$ cat src/rtl/mux_arb_pkg.sv
// Shared definitions for the round-robin front end of the 8:1 one-bit mux.
// Contents:
//   N_REQ / SEL_W  - requester count and select width
//   arb_state_t    - arbiter state encoding
//   onehot_to_idx  - converts a one-hot vector to its bit index
package mux_arb_pkg;

    localparam int unsigned N_REQ = 8;
    localparam int unsigned SEL_W = 3;

    typedef enum logic {
        IDLE  = 1'b0,
        GRANT = 1'b1
    } arb_state_t;

    // Index of the set bit; a zero vector yields 0.
    function automatic logic [SEL_W-1:0] onehot_to_idx(input logic [N_REQ-1:0] oh);
        logic [SEL_W-1:0] idx;
        idx = '0;
        for (int unsigned i = 0; i < N_REQ; i++) begin
            if (oh[i]) idx = idx | SEL_W'(i);
        end
        return idx;
    endfunction

endpackage

$ cat src/rtl/rr_pick.sv
// Combinational rotating priority encoder.
// Picks the first set bit of (req & ~mask) scanning ptr, ptr+1, ... ptr+7 mod 8.
// Ports:
//   req   in  8  request vector
//   ptr   in  3  highest-priority index
//   mask  in  8  bits excluded from this decision
//   found out 1  at least one eligible request
//   idx   out 3  selected index (valid when found)
module rr_pick
    import mux_arb_pkg::*;
(
    input  logic [N_REQ-1:0] req,
    input  logic [SEL_W-1:0] ptr,
    input  logic [N_REQ-1:0] mask,
    output logic             found,
    output logic [SEL_W-1:0] idx
);

    logic [N_REQ-1:0]   elig;
    logic [2*N_REQ-1:0] dbl;
    logic [N_REQ-1:0]   rot;
    logic [N_REQ-1:0]   first;

    always_comb begin
        elig  = req & ~mask;
        // Rotate so that bit 0 of rot corresponds to index ptr.
        dbl   = {elig, elig};
        rot   = dbl[{1'b0, ptr} +: N_REQ];
        // Isolate the lowest set bit of the rotated vector.
        first = rot & (~rot + N_REQ'(1));
        found = |rot;
        // Adding ptr back undoes the rotation; 3-bit wrap gives the mod 8.
        idx   = ptr + onehot_to_idx(first);
    end

endmodule

$ cat src/rtl/mux_8_1_rr_arbiter.sv
// Round-robin arbiter driving the select lines of the cascaded 8:1 mux.
// Grants one requester at a time, forces rotation after MAX_HOLD cycles
// while others are waiting (MAX_HOLD = 0 disables the limit).
// Ports:
//   clk       in  1  clock, rising edge
//   rst_n     in  1  synchronous active-low reset
//   req       in  8  per-source request (bit k <-> mux input Ik)
//   gnt       out 8  registered one-hot grant, zero when idle
//   S0,S1,S2  out 1  registered mux select, {S2,S1,S0} = granted index
//   valid     out 1  a grant is active
//   busy      out 1  a grant is active and another request is pending
module mux_8_1_rr_arbiter
    import mux_arb_pkg::*;
#(
    parameter int unsigned MAX_HOLD = 4
) (
    input  logic             clk,
    input  logic             rst_n,
    input  logic [N_REQ-1:0] req,
    output logic [N_REQ-1:0] gnt,
    output logic             S0,
    output logic             S1,
    output logic             S2,
    output logic             valid,
    output logic             busy
);

    localparam int unsigned CNT_W = (MAX_HOLD < 2) ? 1 : $clog2(MAX_HOLD + 1);
    localparam logic [CNT_W-1:0] HOLD_MAX = CNT_W'(MAX_HOLD);

    arb_state_t       state, state_n;
    logic [N_REQ-1:0] gnt_n;
    logic [SEL_W-1:0] sel, sel_n;
    logic [SEL_W-1:0] ptr, ptr_n;
    logic [CNT_W-1:0] cnt, cnt_n;

    logic             pick_found;
    logic [SEL_W-1:0] pick_idx;
    logic             take;

    // The current grant doubles as the mask: in IDLE it is zero, and on a
    // switch it keeps the releasing/rotated-out owner out of the decision.
    rr_pick u_pick (
        .req   (req),
        .ptr   (ptr),
        .mask  (gnt),
        .found (pick_found),
        .idx   (pick_idx)
    );

    always_ff @(posedge clk) begin
        if (!rst_n) begin
            state <= IDLE;
            gnt   <= '0;
            sel   <= '0;
            ptr   <= '0;
            cnt   <= '0;
        end else begin
            state <= state_n;
            gnt   <= gnt_n;
            sel   <= sel_n;
            ptr   <= ptr_n;
            cnt   <= cnt_n;
        end
    end

    always_comb begin
        state_n = state;
        gnt_n   = gnt;
        sel_n   = sel;
        ptr_n   = ptr;
        cnt_n   = cnt;
        take    = 1'b0;

        case (state)
            IDLE: begin
                take = pick_found;
            end
            GRANT: begin
                if (req[sel]) begin
                    if (MAX_HOLD != 0 && cnt == HOLD_MAX && pick_found) begin
                        take = 1'b1;
                    end else if (cnt < HOLD_MAX) begin
                        cnt_n = cnt + CNT_W'(1);
                    end
                end else if (pick_found) begin
                    take = 1'b1;
                end else begin
                    // Select lines keep the last owner while idle.
                    state_n = IDLE;
                    gnt_n   = '0;
                    cnt_n   = '0;
                end
            end
            default: begin
                state_n = IDLE;
                gnt_n   = '0;
            end
        endcase

        if (take) begin
            state_n = GRANT;
            gnt_n   = N_REQ'(1) << pick_idx;
            sel_n   = pick_idx;
            ptr_n   = pick_idx + SEL_W'(1);
            cnt_n   = CNT_W'(1);
        end
    end

    assign {S2, S1, S0} = sel;
    assign valid        = (state == GRANT);
    assign busy         = valid && |(req & ~gnt);

endmodule

$ cat config.mk
export PLATFORM = sky130hd
export DESIGN_NAME = mux_8_1_rr_arbiter
export DESIGN_NICKNAME = d
export VERILOG_FILES = /design/src/rtl/mux_arb_pkg.sv /design/src/rtl/rr_pick.sv /design/src/rtl/mux_8_1_rr_arbiter.sv
export SDC_FILE = /design/constraint.sdc
export NUM_CORES = 1
export LEC_CHECK = 0
export ABC_AREA = 0
export CORE_MARGIN = 2
export CORE_UTILIZATION = 45
export CTS_CLUSTER_DIAMETER = 50
export DETAILED_ROUTE_END_ITERATION = 8
export GPL_TIMING_DRIVEN = 0
export PLACE_DENSITY_LB_ADDON = 0.15
export SKIP_CTS_REPAIR_TIMING = 1
export SLEW_MARGIN = 20
export SYNTH_ARGS = -nofsm -noshare
export SYNTH_HDL_FRONTEND = slang
export SYNTH_SLANG_ARGS = --single-unit
$ cat constraint.sdc
create_clock -name clk -period 4.5 [get_ports clk]
set_clock_uncertainty 0.1 [all_clocks]
set_input_delay 0.675 -clock clk [delete_from_list [all_inputs] [get_ports clk]]
set_output_delay 0.675 -clock clk [all_outputs]
set_load 0.01 [all_outputs]
==> flow_summary.toml <==
[pwr]
power_mw = 1.37
p_leak_nw = 0.806
ir_drop_mv = 0.452
intPower_mw = 0.724
seqPwrFrac = 0.195
power.switching_mw = 0.646
combPwrFrac = 0.723
sw_frac_of_total = 0.471
power_density_nw_per_um2 = 664
pwr-share-clk = 0.082

[worst_setup_path]
arrival_ns = 4.35
critPathMostFrequentCell = "ha_1"
setup.worst_path.class = "in2reg"
cp-end-kind = "flop"
crit_required_ns = 4.54
start_kind = "input port"
cp_slowest_cell = "or4_4"
crit_path_max_incr_delay_ns = 0.56
rrSetupSlack_ns = 0.48
path_max_fanout = 10
path_cells = "clkdlybuf4s50_1, and4b_1, or4_4, mux2i_4, nand2b_1, a21o_1, a31oi_1, ha_1, fa_1, xnor2_2, a21oi_1, or2_1, ha_1, mux2i_1, nor2b_1"

[routing]
drc = 0
vias = 1627
top_layer_used = "met4"
wire_per_inst_um = 17.1
viasPerCell = 6.14
dr_wl_met2_mm = 2.19
wl_met1_mm = 2.03
dr.pass1.iters = 4
drt-total-wl_mm = 4.53
drtAntennaViolNets = 0
drt-initial-drc-count = 163
wl_met3_um = 236

[yosys]
syn-cell-area_um2 = 1730
synth_cell_types = 51
yosysWarnings = 0
synth_seq_area_share = 0.208
synth_edf_count = 0
async_flop_share = 0
ys_ff_latch = 18
synth_nets = 211
synthesis.instances = 192
syn_avg_cell_area_um2 = 9.03
synthFlopType = "dfxtp_1"

[floorplanning]
fp.dieArea_um2 = 4360
die_w_um = 66.1
ios = 23
initial_core_util = 0.470
dieHeight_um = 66.1
num_rows = 22
design.core.area_um2 = 3690

[clock_tree]
cts.path.max_buffers = 2
cts_htree_levels = 1
cts_tree = "yes"
cts_sinks = 18
root_buffer = "clkbuf_8"
cts_buffers = 3
insertion_delay_ns = 0.25
clk_pin_slew_ns = 0.06

[global_routing]
grt_max_degree = 11
grt_pass1_wl_mm = 7.59
grt_usage = 0.225
grt_pass1_vias = 1592
gr-total-overflow = 0
antenna_found_initial = 0

[sta]
slew_headroom = 0.599
tns_ns = 0
slew_viol_final = 0
rsz0062_at_grt = "no"
fmax_mhz = 232
tightest_slew_ns = 0.600
finalSetupViolCount = 0
period_needed_ns = 4.31
finalHoldViolCount = 0
min_period_over_period = 0.957

[placement]
io_buffers = 22
post-dp-hpwl_mm = 3.51
globalplace.congestion = 0.900

[flow_run]
drv_cap = 0

[layout]
layout_common_cells = "nand2_1, clkdlybuf4s50_1, dfxtp_1"
diodes = 0
drive_gt1_frac = 0.129
nets = 238
fillers = 349
syn_to_final_growth_pct = 19.0

[hold_path]
hold_path.class = "reg2reg"

[status]
status = "finished, final reports clean"
-- registers in the layout, summed over array words and instances, names as in the netlist --
name   count
gnt        8
cnt        3
ptr        3
sel        3
valid      1
-- final cells by class --
class / count / area, um^2 / share of cell area
Inverter: 5 / 18.8 / 0.00910
Clock buffer: 3 / 41.3 / 0.0200
Tap cell: 48 / 60.1 / 0.0291
Buffer: 9 / 57.6 / 0.0279
Timing Repair Buffer: 22 / 220 / 0.107
Multi-Input combinational cell: 160 / 1300 / 0.632
Sequential cell: 18 / 360 / 0.175
-- worst max-delay path: cells and delay by family --
| family | cells | cell delay, ns |
|---|---|---|
| compound gates | 3 | 0.32 |
| fa+ha+maj | 3 | 0.94 |
| simple gates | 5 | 1.25 |
| xor+xnor | 1 | 0.31 |
| buf+inv | 1 | 0.47 |
| mux | 2 | 0.37 |
-- path summary, 6_finish.rpt --
| check | from | endpoint | depth (start not counted) |
|---|---|---|---|
| min reg2reg | sel[1]$_SDFFE_PN0P_ | sel[1]$_SDFFE_PN0P_ | 2 |
| max reg2reg | ptr[2]$_SDFFE_PN0P_ | ptr[2]$_SDFFE_PN0P_ | 14 |
| max | req[6] | ptr[2]$_SDFFE_PN0P_ | 15 |
| min | sel[1]$_SDFFE_PN0P_ | sel[1]$_SDFFE_PN0P_ | 2 |
-- cells by family after synthesis --
kind of cell             synth area share
AO/OA/AOI/OAI                       0.133
XOR/XNOR                          0.00506
adder cells (fa/ha/maj)            0.0693
buffers and inverters              0.0440
flip-flops                          0.208
multiplexers                        0.157
AND/OR/NAND/NOR                     0.383
-- power by group through the flow --
| stage | Clock (mW) | Combinational, mW | Sequential [mW] |
|---|---|---|---|
| global placement | 0 | 0.949 | 0.268 |
| global route | 0.122 | 1.09 | 0.275 |
| CTS | 0.114 | 0.981 | 0.267 |
| detailed placement | 0 | 0.974 | 0.272 |
| floorplan | 0 | 0.736 | 0.262 |
| finish | 0.112 | 0.991 | 0.267 |
-- metal layers --
metal | GRT usage | up-vias
li1 | - | 791
met3 | 0.0153 | 8
met1 | 0.303 | 774
met5 | 0 | -
met2 | 0.372 | 54
met4 | 0.0918 | 0
-- stage by stage --
step | area [um^2] | setup WS, ns | utilization | hold slack, ns | std cells
floorplan | 1730 | 0.683 | - | 0.420 | 192
global placement | 2010 | -0.0607 | 0.546 | 0.427 | 262
detailed placement | 2010 | -0.159 | 0.546 | 0.452 | 262
CTS | 2050 | 0.0744 | 0.557 | 0.461 | 265
global route | 2060 | 0.0294 | 0.559 | 0.490 | 265
finish | 2060 | 0.193 | 0.559 | 0.455 | 265
-- cells in the mapped netlist (3+ instances only) --
cell      count  area, um^2
nand2_1      22        82.6
dfxtp_1      18         360
nand3_1      15        75.1
nor4bb_1     10         100
o21ai_0      10        50.1
and4b_1       9        90.1
nor2b_1       9        56.3
ha_1          8         100
a21oi_1       6        30.0
nand2b_1      6        37.5
inv_1         5        18.8
mux4_2        5         113
nor2_1        5        18.8
nor4b_1       5        43.8
and4_1        4        35.0
buf_2         4        20.0
a21boi_0      3        22.5
mux2i_1       3        30.0
mux2i_4       3        67.6
nor4_1        3        18.8
(Power assumes the default switching activity.)
